`config.mk`:
```
export PLATFORM = sky130hd
export DESIGN_NAME = rca_pipe_addsub_flat
export DESIGN_NICKNAME = d
export VERILOG_FILES = /design/src/rtl/rca_pipe_addsub_if.sv /design/src/rtl/rca_pipe_addsub.sv /design/src/flat_wrapper.sv
export SDC_FILE = /design/constraint.sdc
export NUM_CORES = 1
export LEC_CHECK = 0
export CELL_PAD_IN_SITES_DETAIL_PLACEMENT = 1
export CELL_PAD_IN_SITES_GLOBAL_PLACEMENT = 2
export CORE_MARGIN = 2
export CORE_UTILIZATION = 35
export CTS_CLUSTER_DIAMETER = 40
export CTS_CLUSTER_SIZE = 40
export DETAILED_ROUTE_END_ITERATION = 6
export HOLD_SLACK_MARGIN = 0.15
export PLACE_DENSITY_LB_ADDON = 0.25
export SLEW_MARGIN = 20
export SYNTH_ARGS = -nofsm -noshare
export SYNTH_HDL_FRONTEND = slang
export SYNTH_SLANG_ARGS = --single-unit
```
`constraint.sdc`:
```
create_clock -name clk -period 2.5 [get_ports clk]
set_input_delay 0.25 -clock clk [delete_from_list [all_inputs] [get_ports clk]]
set_output_delay 0.25 -clock clk [all_outputs]
set_load 0.005 [all_outputs]
```
`src/rtl/rca_pipe_addsub_if.sv`:
```
// rca_pipe_addsub_if
//   Handshake bundle for the pipelined ripple-carry adder/subtractor.
//   Operand side : in_valid, in_ready, a, b, sub
//   Result side  : out_valid, out_ready, sum, cout, ovf
//   master : the block that feeds operands and consumes results
//   slave  : the arithmetic unit itself
interface rca_pipe_addsub_if #(
  parameter int WIDTH = 16
);
  logic             in_valid;
  logic             in_ready;
  logic [WIDTH-1:0] a;
  logic [WIDTH-1:0] b;
  logic             sub;
  logic             out_valid;
  logic             out_ready;
  logic [WIDTH-1:0] sum;
  logic             cout;
  logic             ovf;

  modport master (
    output in_valid, a, b, sub, out_ready,
    input  in_ready, out_valid, sum, cout, ovf
  );

  modport slave (
    input  in_valid, a, b, sub, out_ready,
    output in_ready, out_valid, sum, cout, ovf
  );
endinterface

```
`src/rtl/rca_pipe_addsub.sv`:
```
// rca_pipe_addsub
//   Pipelined ripple-carry adder/subtractor. A WIDTH-bit operation is cut into
//   STAGES chunks of CHUNK = WIDTH/STAGES bits; each stage ripples one chunk
//   and registers its carry, so only one chunk adder sits between registers.
//   Results leave in acceptance order, STAGES edges after the operand is taken.
//
//   Ports:
//     clk   : rising-edge clock
//     rst_n : synchronous active-low reset, dominates everything else
//     bus   : rca_pipe_addsub_if.slave
//             in_valid/in_ready/a/b/sub   operand handshake (sub=1 -> a-b)
//             out_valid/out_ready/sum     result handshake
//             cout (carry out of MSB, 1 = no borrow for sub), ovf (signed)
//
//   Build option:
//     RCA_PIPE_SATURATE_EN : when defined, an overflowing result is clamped to
//     the signed max/min; cout and ovf are reported unchanged.
module rca_pipe_addsub #(
  parameter int WIDTH  = 16,
  parameter int STAGES = 4
) (
  input  logic             clk,
  input  logic             rst_n,
  rca_pipe_addsub_if.slave bus
);
  localparam int CHUNK = WIDTH / STAGES;
  localparam int LAST  = STAGES - 1;

  if (WIDTH < 2 || STAGES < 1 || (WIDTH % STAGES) != 0) begin : g_bad_cfg
    $error("rca_pipe_addsub: WIDTH must be >= 2 and divisible by STAGES");
  end

  logic             en;
  logic [WIDTH-1:0] b_eff;
  logic [WIDTH-1:0] last_sum;
  logic             last_ovf;

  // Subtraction is a + ~b + 1: invert b here, the +1 is the carry into chunk 0.
  assign b_eff = bus.b ^ {WIDTH{bus.sub}};

  // The whole pipe moves as one: it advances unless a finished result is
  // waiting on a busy consumer.
  assign en           = !g_stage[LAST].vld_q || bus.out_ready;
  assign bus.in_ready = en;

  for (genvar k = 0; k < STAGES; k++) begin : g_stage
    // Stage k owns the low SW result bits and the REM operand bits still to add.
    localparam int SW  = (k + 1) * CHUNK;
    localparam int REM = WIDTH - SW;

    logic [CHUNK-1:0] a_chunk;
    logic [CHUNK-1:0] b_chunk;
    logic             c_in;
    logic             v_in;
    logic             a_sign_in;
    logic             b_sign_in;
    logic [SW-1:0]    sum_in;
    logic [CHUNK:0]   chunk_res;

    logic             vld_q;
    logic             carry_q;
    logic             a_sign_q;
    logic             b_sign_q;
    logic [SW-1:0]    sum_q;

    if (k == 0) begin : g_src
      assign a_chunk   = bus.a[CHUNK-1:0];
      assign b_chunk   = b_eff[CHUNK-1:0];
      assign c_in      = bus.sub;
      assign v_in      = bus.in_valid;
      assign a_sign_in = bus.a[WIDTH-1];
      assign b_sign_in = b_eff[WIDTH-1];
      assign sum_in    = chunk_res[CHUNK-1:0];
    end else begin : g_src
      // Operand remainders are kept right-aligned, so the next chunk is
      // always the low CHUNK bits of the previous stage's remainder.
      assign a_chunk   = g_stage[k-1].g_rem.a_rem_q[CHUNK-1:0];
      assign b_chunk   = g_stage[k-1].g_rem.b_rem_q[CHUNK-1:0];
      assign c_in      = g_stage[k-1].carry_q;
      assign v_in      = g_stage[k-1].vld_q;
      assign a_sign_in = g_stage[k-1].a_sign_q;
      assign b_sign_in = g_stage[k-1].b_sign_q;
      assign sum_in    = {chunk_res[CHUNK-1:0], g_stage[k-1].sum_q};
    end

    assign chunk_res = {1'b0, a_chunk} + {1'b0, b_chunk} + {{CHUNK{1'b0}}, c_in};

    always_ff @(posedge clk) begin
      if (!rst_n) begin
        vld_q    <= 1'b0;
        carry_q  <= 1'b0;
        a_sign_q <= 1'b0;
        b_sign_q <= 1'b0;
        sum_q    <= '0;
      end else if (en) begin
        vld_q    <= v_in;
        carry_q  <= chunk_res[CHUNK];
        a_sign_q <= a_sign_in;
        b_sign_q <= b_sign_in;
        sum_q    <= sum_in;
      end
    end

    if (REM > 0) begin : g_rem
      logic [REM-1:0] a_rem_in;
      logic [REM-1:0] b_rem_in;
      logic [REM-1:0] a_rem_q;
      logic [REM-1:0] b_rem_q;

      if (k == 0) begin : g_rsrc
        assign a_rem_in = bus.a[WIDTH-1:CHUNK];
        assign b_rem_in = b_eff[WIDTH-1:CHUNK];
      end else begin : g_rsrc
        assign a_rem_in = g_stage[k-1].g_rem.a_rem_q[REM+CHUNK-1:CHUNK];
        assign b_rem_in = g_stage[k-1].g_rem.b_rem_q[REM+CHUNK-1:CHUNK];
      end

      always_ff @(posedge clk) begin
        if (!rst_n) begin
          a_rem_q <= '0;
          b_rem_q <= '0;
        end else if (en) begin
          a_rem_q <= a_rem_in;
          b_rem_q <= b_rem_in;
        end
      end
    end
  end

  // Signed overflow: operands agree in sign but the result does not.
  assign last_sum      = g_stage[LAST].sum_q;
  assign last_ovf      = (g_stage[LAST].a_sign_q == g_stage[LAST].b_sign_q) &&
                         (last_sum[WIDTH-1] != g_stage[LAST].a_sign_q);
  assign bus.out_valid = g_stage[LAST].vld_q;
  assign bus.cout      = g_stage[LAST].carry_q;
  assign bus.ovf       = last_ovf;

`ifdef RCA_PIPE_SATURATE_EN
  // Overflow direction follows the common operand sign: both negative clamps
  // to signed min, both non-negative clamps to signed max.
  assign bus.sum = !last_ovf ? last_sum :
                   g_stage[LAST].a_sign_q ? {1'b1, {(WIDTH-1){1'b0}}}
                                          : {1'b0, {(WIDTH-1){1'b1}}};
`else
  assign bus.sum = last_sum;
`endif
endmodule

```
`src/flat_wrapper.sv`:
```
// flat-port wrapper written by rule: the top's interface ports become plain ports
module rca_pipe_addsub_flat 
#(
  parameter int WIDTH  = 16,
  parameter int STAGES = 4
)
  (clk, rst_n, bus_in_valid, bus_a, bus_b, bus_sub, bus_out_ready, bus_in_ready, bus_out_valid, bus_sum, bus_cout, bus_ovf);
  rca_pipe_addsub_if #(.WIDTH(WIDTH)) bus_i ();
  input  logic clk;
  input  logic rst_n;
  input wire logic [$bits(bus_i.in_valid)-1:0] bus_in_valid;
  input wire logic [$bits(bus_i.a)-1:0] bus_a;
  input wire logic [$bits(bus_i.b)-1:0] bus_b;
  input wire logic [$bits(bus_i.sub)-1:0] bus_sub;
  input wire logic [$bits(bus_i.out_ready)-1:0] bus_out_ready;
  output wire logic [$bits(bus_i.in_ready)-1:0] bus_in_ready;
  output wire logic [$bits(bus_i.out_valid)-1:0] bus_out_valid;
  output wire logic [$bits(bus_i.sum)-1:0] bus_sum;
  output wire logic [$bits(bus_i.cout)-1:0] bus_cout;
  output wire logic [$bits(bus_i.ovf)-1:0] bus_ovf;
  assign bus_i.in_valid = bus_in_valid;
  assign bus_i.a = bus_a;
  assign bus_i.b = bus_b;
  assign bus_i.sub = bus_sub;
  assign bus_i.out_ready = bus_out_ready;
  assign bus_in_ready = bus_i.in_ready;
  assign bus_out_valid = bus_i.out_valid;
  assign bus_sum = bus_i.sum;
  assign bus_cout = bus_i.cout;
  assign bus_ovf = bus_i.ovf;
  rca_pipe_addsub #(.WIDTH(WIDTH), .STAGES(STAGES)) u_core (.clk(clk), .rst_n(rst_n), .bus(bus_i));
endmodule
```
==> results of run 1 <==
==> routing by layer <==
metal / GRT usage (%) / wire (um) / vias up
li1: - / - / 1679
met4: 7.89 / 210 / 0
met2: 25.9 / 4460 / 53
met3: 3.21 / 324 / 15
met1: 21.6 / 4720 / 1561
met5: 0 / 0 / -
==> cell type report <==
class | instances | share of cell area, %
inverter | 8 | 0.638
sequential | 98 | 38.5
timing repair buffer | 65 | 12.8
multi-input combinational | 345 | 38.6
clock buffer | 12 | 5.03
tap | 143 | 3.51
clock inverter | 4 | 0.981
==> through the flow <==
stage | area (sq um) | std cells | power, W | hold slack (ns) | setup WS (ns)
2_1_floorplan | 4160 | 486 | 0.00198 | 0.390 | 0.751
4_1_cts | 5100 | 675 | 0.00359 | 0.433 | 0.653
3_5_place_dp | 4800 | 659 | 0.00214 | 0.446 | 0.325
6_report | 5100 | 675 | 0.00353 | 0.448 | 0.666
3_3_place_gp | 4800 | 659 | 0.00212 | 0.439 | 0.440
5_1_grt | 5100 | 675 | 0.00373 | 0.455 | 0.559
==> worst paths after layout <==
kind                                            from                                   to  slack, ns  cells past startpoint
setup / recovery                             bus_sub           u_core.g_stage[0].sum_q[3]       0.67                      7
hold / removal                             bus_a[14]  u_core.g_stage[0].g_rem.a_rem_q[10]       0.45                      3
setup reg to reg  u_core.g_stage[1].g_rem.b_rem_q[0]          u_core.g_stage[2].sum_q[10]       0.81                      4
hold reg to reg           u_core.g_stage[1].sum_q[1]           u_core.g_stage[1].sum_q[1]       0.45                      2
==> kinds of logic (layout without fill, tap and decap cells) <==
logic type                 after synthesis  in the layout  share of synthesized area [%]
AOI/OAI and AO/OA                      115            115                           17.6
xor gates and xnor gates                20             20                           4.21
adders and majority gates               19             19                           6.98
buffers and inverters                   43             89                           5.71
DFF                                     98             98                           47.1
muxes                                    1              1                          0.361
and+or+nand+nor                        190            190                           18.0
==> layout by cell type (no fill, tap or decap), types with 2 or more instances in the layout <==
cell type / count
nand2_1: 150
dfxtp_1: 98
a21oi_1: 81
clkdlybuf4s50_1: 56
nor2_1: 22
xnor2_1: 16
a211oi_2: 14
ha_1: 12
nand3_1: 11
clkbuf_16: 9
fa_1: 7
buf_4: 7
inv_1: 6
xor2_1: 4
o21ai_1: 4
o21ai_0: 3
a211oi_1: 3
a2111o_1: 3
o211ai_1: 3
nor2b_1: 3
a21o_1: 3
clkinvlp_4: 2
clkbuf_8: 2
buf_12: 2
==> registers in the layout, indices dropped and copies added, names as in the netlist <==
name / count
u_core.g_stage.g_rem.b_rem_q: 24
u_core.g_stage.vld_q: 3
u_core.g_stage.g_rem.a_rem_q: 24
u_core.g_stage.carry_q: 3
u_core.bus.out_valid: 1
u_core.bus.cout: 1
u_core.bus.sum: 16
u_core.g_stage.b_sign_q: 1
u_core.g_stage.sum_q: 24
u_core.g_stage.a_sign_q: 1
==> power by group <==
part	internal, W	leakage, nW	switching [W]	total [W]
registers	0.00166	0.805	0.0000580	0.00172
clock network	0.000829	0.145	0.000597	0.00143
logic	0.000198	0.980	0.000187	0.000385
==> worst register-to-register path: cells and delay by family (launching register included) <==
| family | cells | cell delay, ns |
|---|---|---|
| flops | 1 | 0.33 |
| fa+ha+maj | 2 | 0.88 |
| compound gates | 1 | 0.10 |
| xor+xnor | 1 | 0.26 |
==> results.md, run 1 <==
- Setup TNS: 0 ns
- CP max stage cell: clkdlybuf4s50_1
- Crit path max-delay family: buffers and inverters
- Post-CTS Setup Bufs: 0
- Crit-path max cell delay: around 0.59 ns
- Syn Nets: around 540
- Reg area: between 1500 and 2000 sq um
- Antenna Cells: 0
- VDD IR max: about 280 uV
- Worst-Margin Slew: approximately 0.47 ns
- Input/output buffers: 56
- Layout fillers: 1,391
- Root Driver: clkbuf_16
- Via density: slightly below 5
- Setup-failing EPs final: 0
- Critical Path Fanout Max: 13
- Pleak: 1.93 nW
- Relative slew margins: 68.3%
- CTS max path bufs: 2
- Skew-Pair Late Insertion Delay: around 0.35 ns
- Clock slew seen by the registers of the worst setup and hold paths: about 0.070 ns
- Area of the multi-input gates: 1970 sq um
- Cell chain of the critical path: clkdlybuf4s50_1 -> buf_4 -> xor2_1 -> ha_1 -> nand2_1 -> a2111oi_2 -> nand4b_1
- Failing checks: DRC
- Synth area leader: dfxtp_1
- Post-synth EDFFs: 0
- Power per cell area: 692 nW/um^2
- Max Cap Viol: 0
- Initial Utilization: a little over a third
- WP data required: around 2.8 ns
- Row count: 39
- CTS tree: built
- IO Pins: 57
- Synth Register Bits: between 90 and 100
- Clock Sinks: 98
- Post-synth cell types: 30
- DR iter-0 viols: 158
- Post-Route WL: 9.71 mm
- F_max: 0.545 GHz
- Nets: around 580
- Fin util: between 40% and 50%
- Initial antenna violation count: 0
- Hold-fix buffers, CTS: 0
- Hold Vio Cnt, Final: 0
- Worst hold path class: in2reg
- Via count of the routed design: between 3,000 and 4,000
- # resized after CTS: 0
- Most common cell in the netlist: nand2_1
- Post-synthesis cell area: about 4200 sq um
- Final Skew: approximately 0.0066 ns
- Crit path kind: in2reg
- Pin count of the biggest net entering global routing: 86
- Number of global-route vias before repair: roughly 3,400
- Area share of the leading cell type in the synthesized netlist: about 47%
- Yosys warns: 0
- CORE AREA: approximately 12,000 sq um
- Post-synthesis average cell area: approximately 8.6 sq um
- Gate Count Post-Synth: slightly below 500
- Die X-Extent: 113 um
- Critical Path End Type: flip-flop
- Post-DP HPWL: 6.49 mm
- Post-DRT Antenna Nets: 0
- H-tree level count: 3
- Min Tclk post-route: approximately 1.8 ns
- Wire length per cell: between 10 and 15 um
- Layout area overhead: 22.6%
- Dominant cells by area after synthesis: dfxtp_1, nand2_1, a21oi_1
- RSZ-0062 raised after global routing: no
- Final Wtd Congestion: about 0.71
- Share of layout cells above drive strength 1: just over 8%
- Ratio of final minimum period to clock period: between 70% and 80%
- Crit path DAT: between 2 and 2.5 ns
- Total track usage: approximately 16%
- Pins Over Slew Limit: 0
- Most frequent cells after synthesis: nand2_1, dfxtp_1, a21oi_1
- Die area: roughly 13,000 sq um
- Buf/Inv on CP: 2
- CP Launch Type: primary input
- Remaining global-route overflow: 0
- Die Ht: roughly 110 um
- Number of remaining DRC errors: 2
- Prevailing post-synth register cell: dfxtp_1
- Sequential-to-total area share from yosys stat: ~47%
- Asr flop ratio synth: 0%
- Status: finished with violations
- First-pass GRT wire length: 16.6 mm
- First-pass detailed-route iteration total: 6
- Inserted Clock Buffers: 9
No activity file was read; power rests on OpenSTA's default activity.
==> run 2, diff against run 1 <==
- CORE_UTILIZATION: 35 -> 29
- clock period: 2.5 -> 1.6 ns (I/O delays scaled with it)
==> results.md, run 2 (synthesis results as in run 1) <==
- CTS max path bufs: 2 (unchanged)
- Crit-path max cell delay: 0.40 ns (was 0.59 ns)
- Root Driver: clkbuf_16 (unchanged)
- Initial antenna violation count: 0 (unchanged)
- Clock network fraction of design power: 37.2% (was 40.4%)
- Input/output buffers: 56 (unchanged)
- Min Tclk post-route: around 1.6 ns
- CP max stage cell: fa_2 (was clkdlybuf4s50_1)
- Reg power frac: 50.8% (was 48.7%)
- Antenna Cells: 0 (unchanged)
- Critical Path Fanout Max: 2 (was 13)
- Hold-fix buffers, CTS: 0 (unchanged)
- Most frequent cells in the layout: nand2_1, dfxtp_1, a21oi_1 (unchanged)
- Setup-failing EPs final: 0 (unchanged)
- Hold_ws: 0.368 ns (was 0.448 ns)
- Post-Route WL: 10.1 mm (was 9.71 mm)
- Die X-Extent: 124 um (was 113 um)
- CORE AREA: 13,900 sq um (was 11,500 sq um)
- Post-DRT Antenna Nets: 0 (unchanged)
- Die area: 15,300 sq um (was 12,800 sq um)
- Power consumption: 0.00529 W (was 0.00353 W)
- Relative slew margins: 79.0% (was 68.3%)
- Hold Vio Cnt, Final: 0 (unchanged)
- Layout area overhead: 27.7% (was 22.6%)
- Final Skew: 0.00844 ns (was 0.00662 ns)
- Inserted Clock Buffers: 9 (unchanged)
- Number of remaining DRC errors: 0 (was 2)
- Final Wtd Congestion: 0.749 (was 0.714)
- Final WS setup: 0.00376 ns (was 0.666 ns)
- Critical Path End Type: flip-flop (unchanged)
- Pleak: 2.02 nW (was 1.93 nW)
- Worst hold path class: in2reg (unchanged)
- Buf/Inv on CP: 0 (was 2)
- Clock Sinks: 98 (unchanged)
- Crit path DAT: 1.83 ns (was 2.12 ns)
- Wire length per cell: 13.9 um (was 14.4 um)
- Crit path max-delay family: adder cells (was buffers and inverters)
- CTS tree: built (unchanged)
- Cell chain of the critical path: fa_2 -> fa_2 -> a21o_1 -> a21oi_1 -> a21oi_1 (was clkdlybuf4s50_1 -> buf_4 -> xor2_1 -> ha_1 -> nand2_1 -> a2111oi_2 -> nand4b_1)
- Layout fillers: 1,632 (was 1,391)
- Crit path kind: reg2reg (was in2reg)
- Clock slew seen by the registers of the worst setup and hold paths: 0.07 ns (about the same)
- Setup TNS: 0 ns (unchanged)
- First-pass GRT wire length: 16.9 mm (was 16.6 mm)
- Via count of the routed design: 3,327 (was 3,308)
- Number of global-route vias before repair: 3,388 (was 3,397)
- Top Registers: u_core.g_stage.g_rem.a_rem_q x24, u_core.g_stage.g_rem.b_rem_q x24, u_core.g_stage.sum_q x24 (unchanged)
- Max Cap Viol: 0 (unchanged)
- Share of layout cells above drive strength 1: 14.1% (was 8.27%)
- Combinational Power Share: 12.0% (was 10.9%)
- VDD IR max: 408 uV (was 283 uV)
- Nets: 599 (was 583)
- RSZ-0062 raised after global routing: yes (was no)
- Skew-Pair Late Insertion Delay: 0.34 ns (was 0.35 ns)
- CP Launch Type: flip-flop (was primary input)
- Via density: 4.58 (was 4.90)
- WP data required: 1.83 ns (was 2.78 ns)
- Pins Over Slew Limit: 0 (unchanged)
- Worst-Margin Slew: 0.315 ns (was 0.475 ns)
- Power per cell area: 995 nW/um^2 (was 692 nW/um^2)
- Met2 WL: 4.51 mm (was 4.46 mm)
- Met3 Routed Length: 332 um (was 324 um)
- Post-DP HPWL: 7.12 mm (was 6.49 mm)
- F_max: around 0.63 GHz
- Top sig layer: met4 (unchanged)
- Met1 WL: 5.11 mm (was 4.72 mm)
- DP Worst Slack: -0.434 ns (was 0.325 ns)
- Sw Ratio: 24.1% (was 23.9%)
- Int Power: 0.00401 W (was 0.00269 W)
- NetSw: 0.00128 W (was 0.000842 W)
- Remaining global-route overflow: 0 (unchanged)
- Row count: 43 (was 39)
- Die Ht: 124 um (was 113 um)
- Initial Utilization: 29.9% (was 36.1%)
- DR iter-0 viols: 135 (was 158)
- Ratio of final minimum period to clock period: about 100%
- IO Pins: 57 (unchanged)
- Pin count of the biggest net entering global routing: 57 (was 86)
- Commonest non-fill, non-tap cell in the layout: nand2_1 (unchanged)
- First-pass detailed-route iteration total: 4 (was 6)
- H-tree level count: 3 (unchanged)
- Status: complete, no violations (was finished with violations)
- Total track usage: 14.4% (was 16.4%)
run 2: cell types whose count changed in the layout (fill, tap and decap cells not counted), moves of 3 or more:
| cell | delta |
|---|---|
| buf_12 | +3 |
| dfxtp_2 | +7 |
| clkdlybuf4s50_1 | -3 |
| fa_1 | -7 |
| buf_4 | +13 |
| fa_2 | +7 |
| dlygate4sd2_1 | +3 |
| dfxtp_1 | -7 |
run 2: layer usage:
metal | track usage, % | vias up
li1 | - | 1716
met1 | 19.8 | 1557
met2 | 22.2 | 44
met3 | 3.39 | 10
met4 | 4.47 | 0
met5 | 0 | -
run 2: power groups by stage:
stage | clock network, W | logic, W | registers (W)
after floorplan | 0 | 0.000380 | 0.00272
after global placement | 0 | 0.000616 | 0.00274
after detailed placement | 0 | 0.000632 | 0.00274
after CTS | 0.00204 | 0.000644 | 0.00269
after global routing | 0.00217 | 0.000715 | 0.00271
final | 0.00196 | 0.000634 | 0.00269
run 2: timing repair:
action | 4_1_cts | 5_1_grt
pin swaps | 1 | 6
setup buffers | 0 | 1
setup endpoints to repair | 7 | 8
gates resized for setup | 10 | 12
run 2: layout make-up:
cell class	count	area (sq um)	area share, %
clock buffers	11	243	4.57
clock inverters	3	17.5	0.330
inverters	8	32.5	0.612
multi-input cells	345	2020	38.0
flip-flops and latches	98	1970	37.1
well taps	180	225	4.24
repair buffers	81	807	15.2
run 2: metrics by stage:
stage	instance area, sq um	instances	util, %
2_1_floorplan	4170	486	-
3_3_place_gp	4990	711	35.8
3_5_place_dp	4990	711	35.8
4_1_cts	5280	725	37.9
5_1_grt	5310	726	38.1
6_report	5310	726	38.1
run 2: tightest hold or removal path: cells and delay by family:
family                 cells  cell delay, ns
buffers and inverters      1            0.39
and+or+nand+nor            1            0.06
AOI/OAI and AO/OA          1            0.06
run 2: worst paths after layout:
kind / slack, ns / end / startpoint / depth (start not counted)
hold / removal: 0.37 / u_core.g_stage[0].g_rem.a_rem_q[11] / bus_a[15] / 3
setup / recovery: 0.004 / u_core.g_stage[2].carry_q / u_core.g_stage[1].g_rem.a_rem_q[0] / 5
setup reg to reg: 0.004 / u_core.g_stage[2].carry_q / u_core.g_stage[1].g_rem.a_rem_q[0] / 5
hold reg to reg: 0.45 / u_core.g_stage[0].g_rem.a_rem_q[7] / u_core.g_stage[0].g_rem.a_rem_q[7] / 2
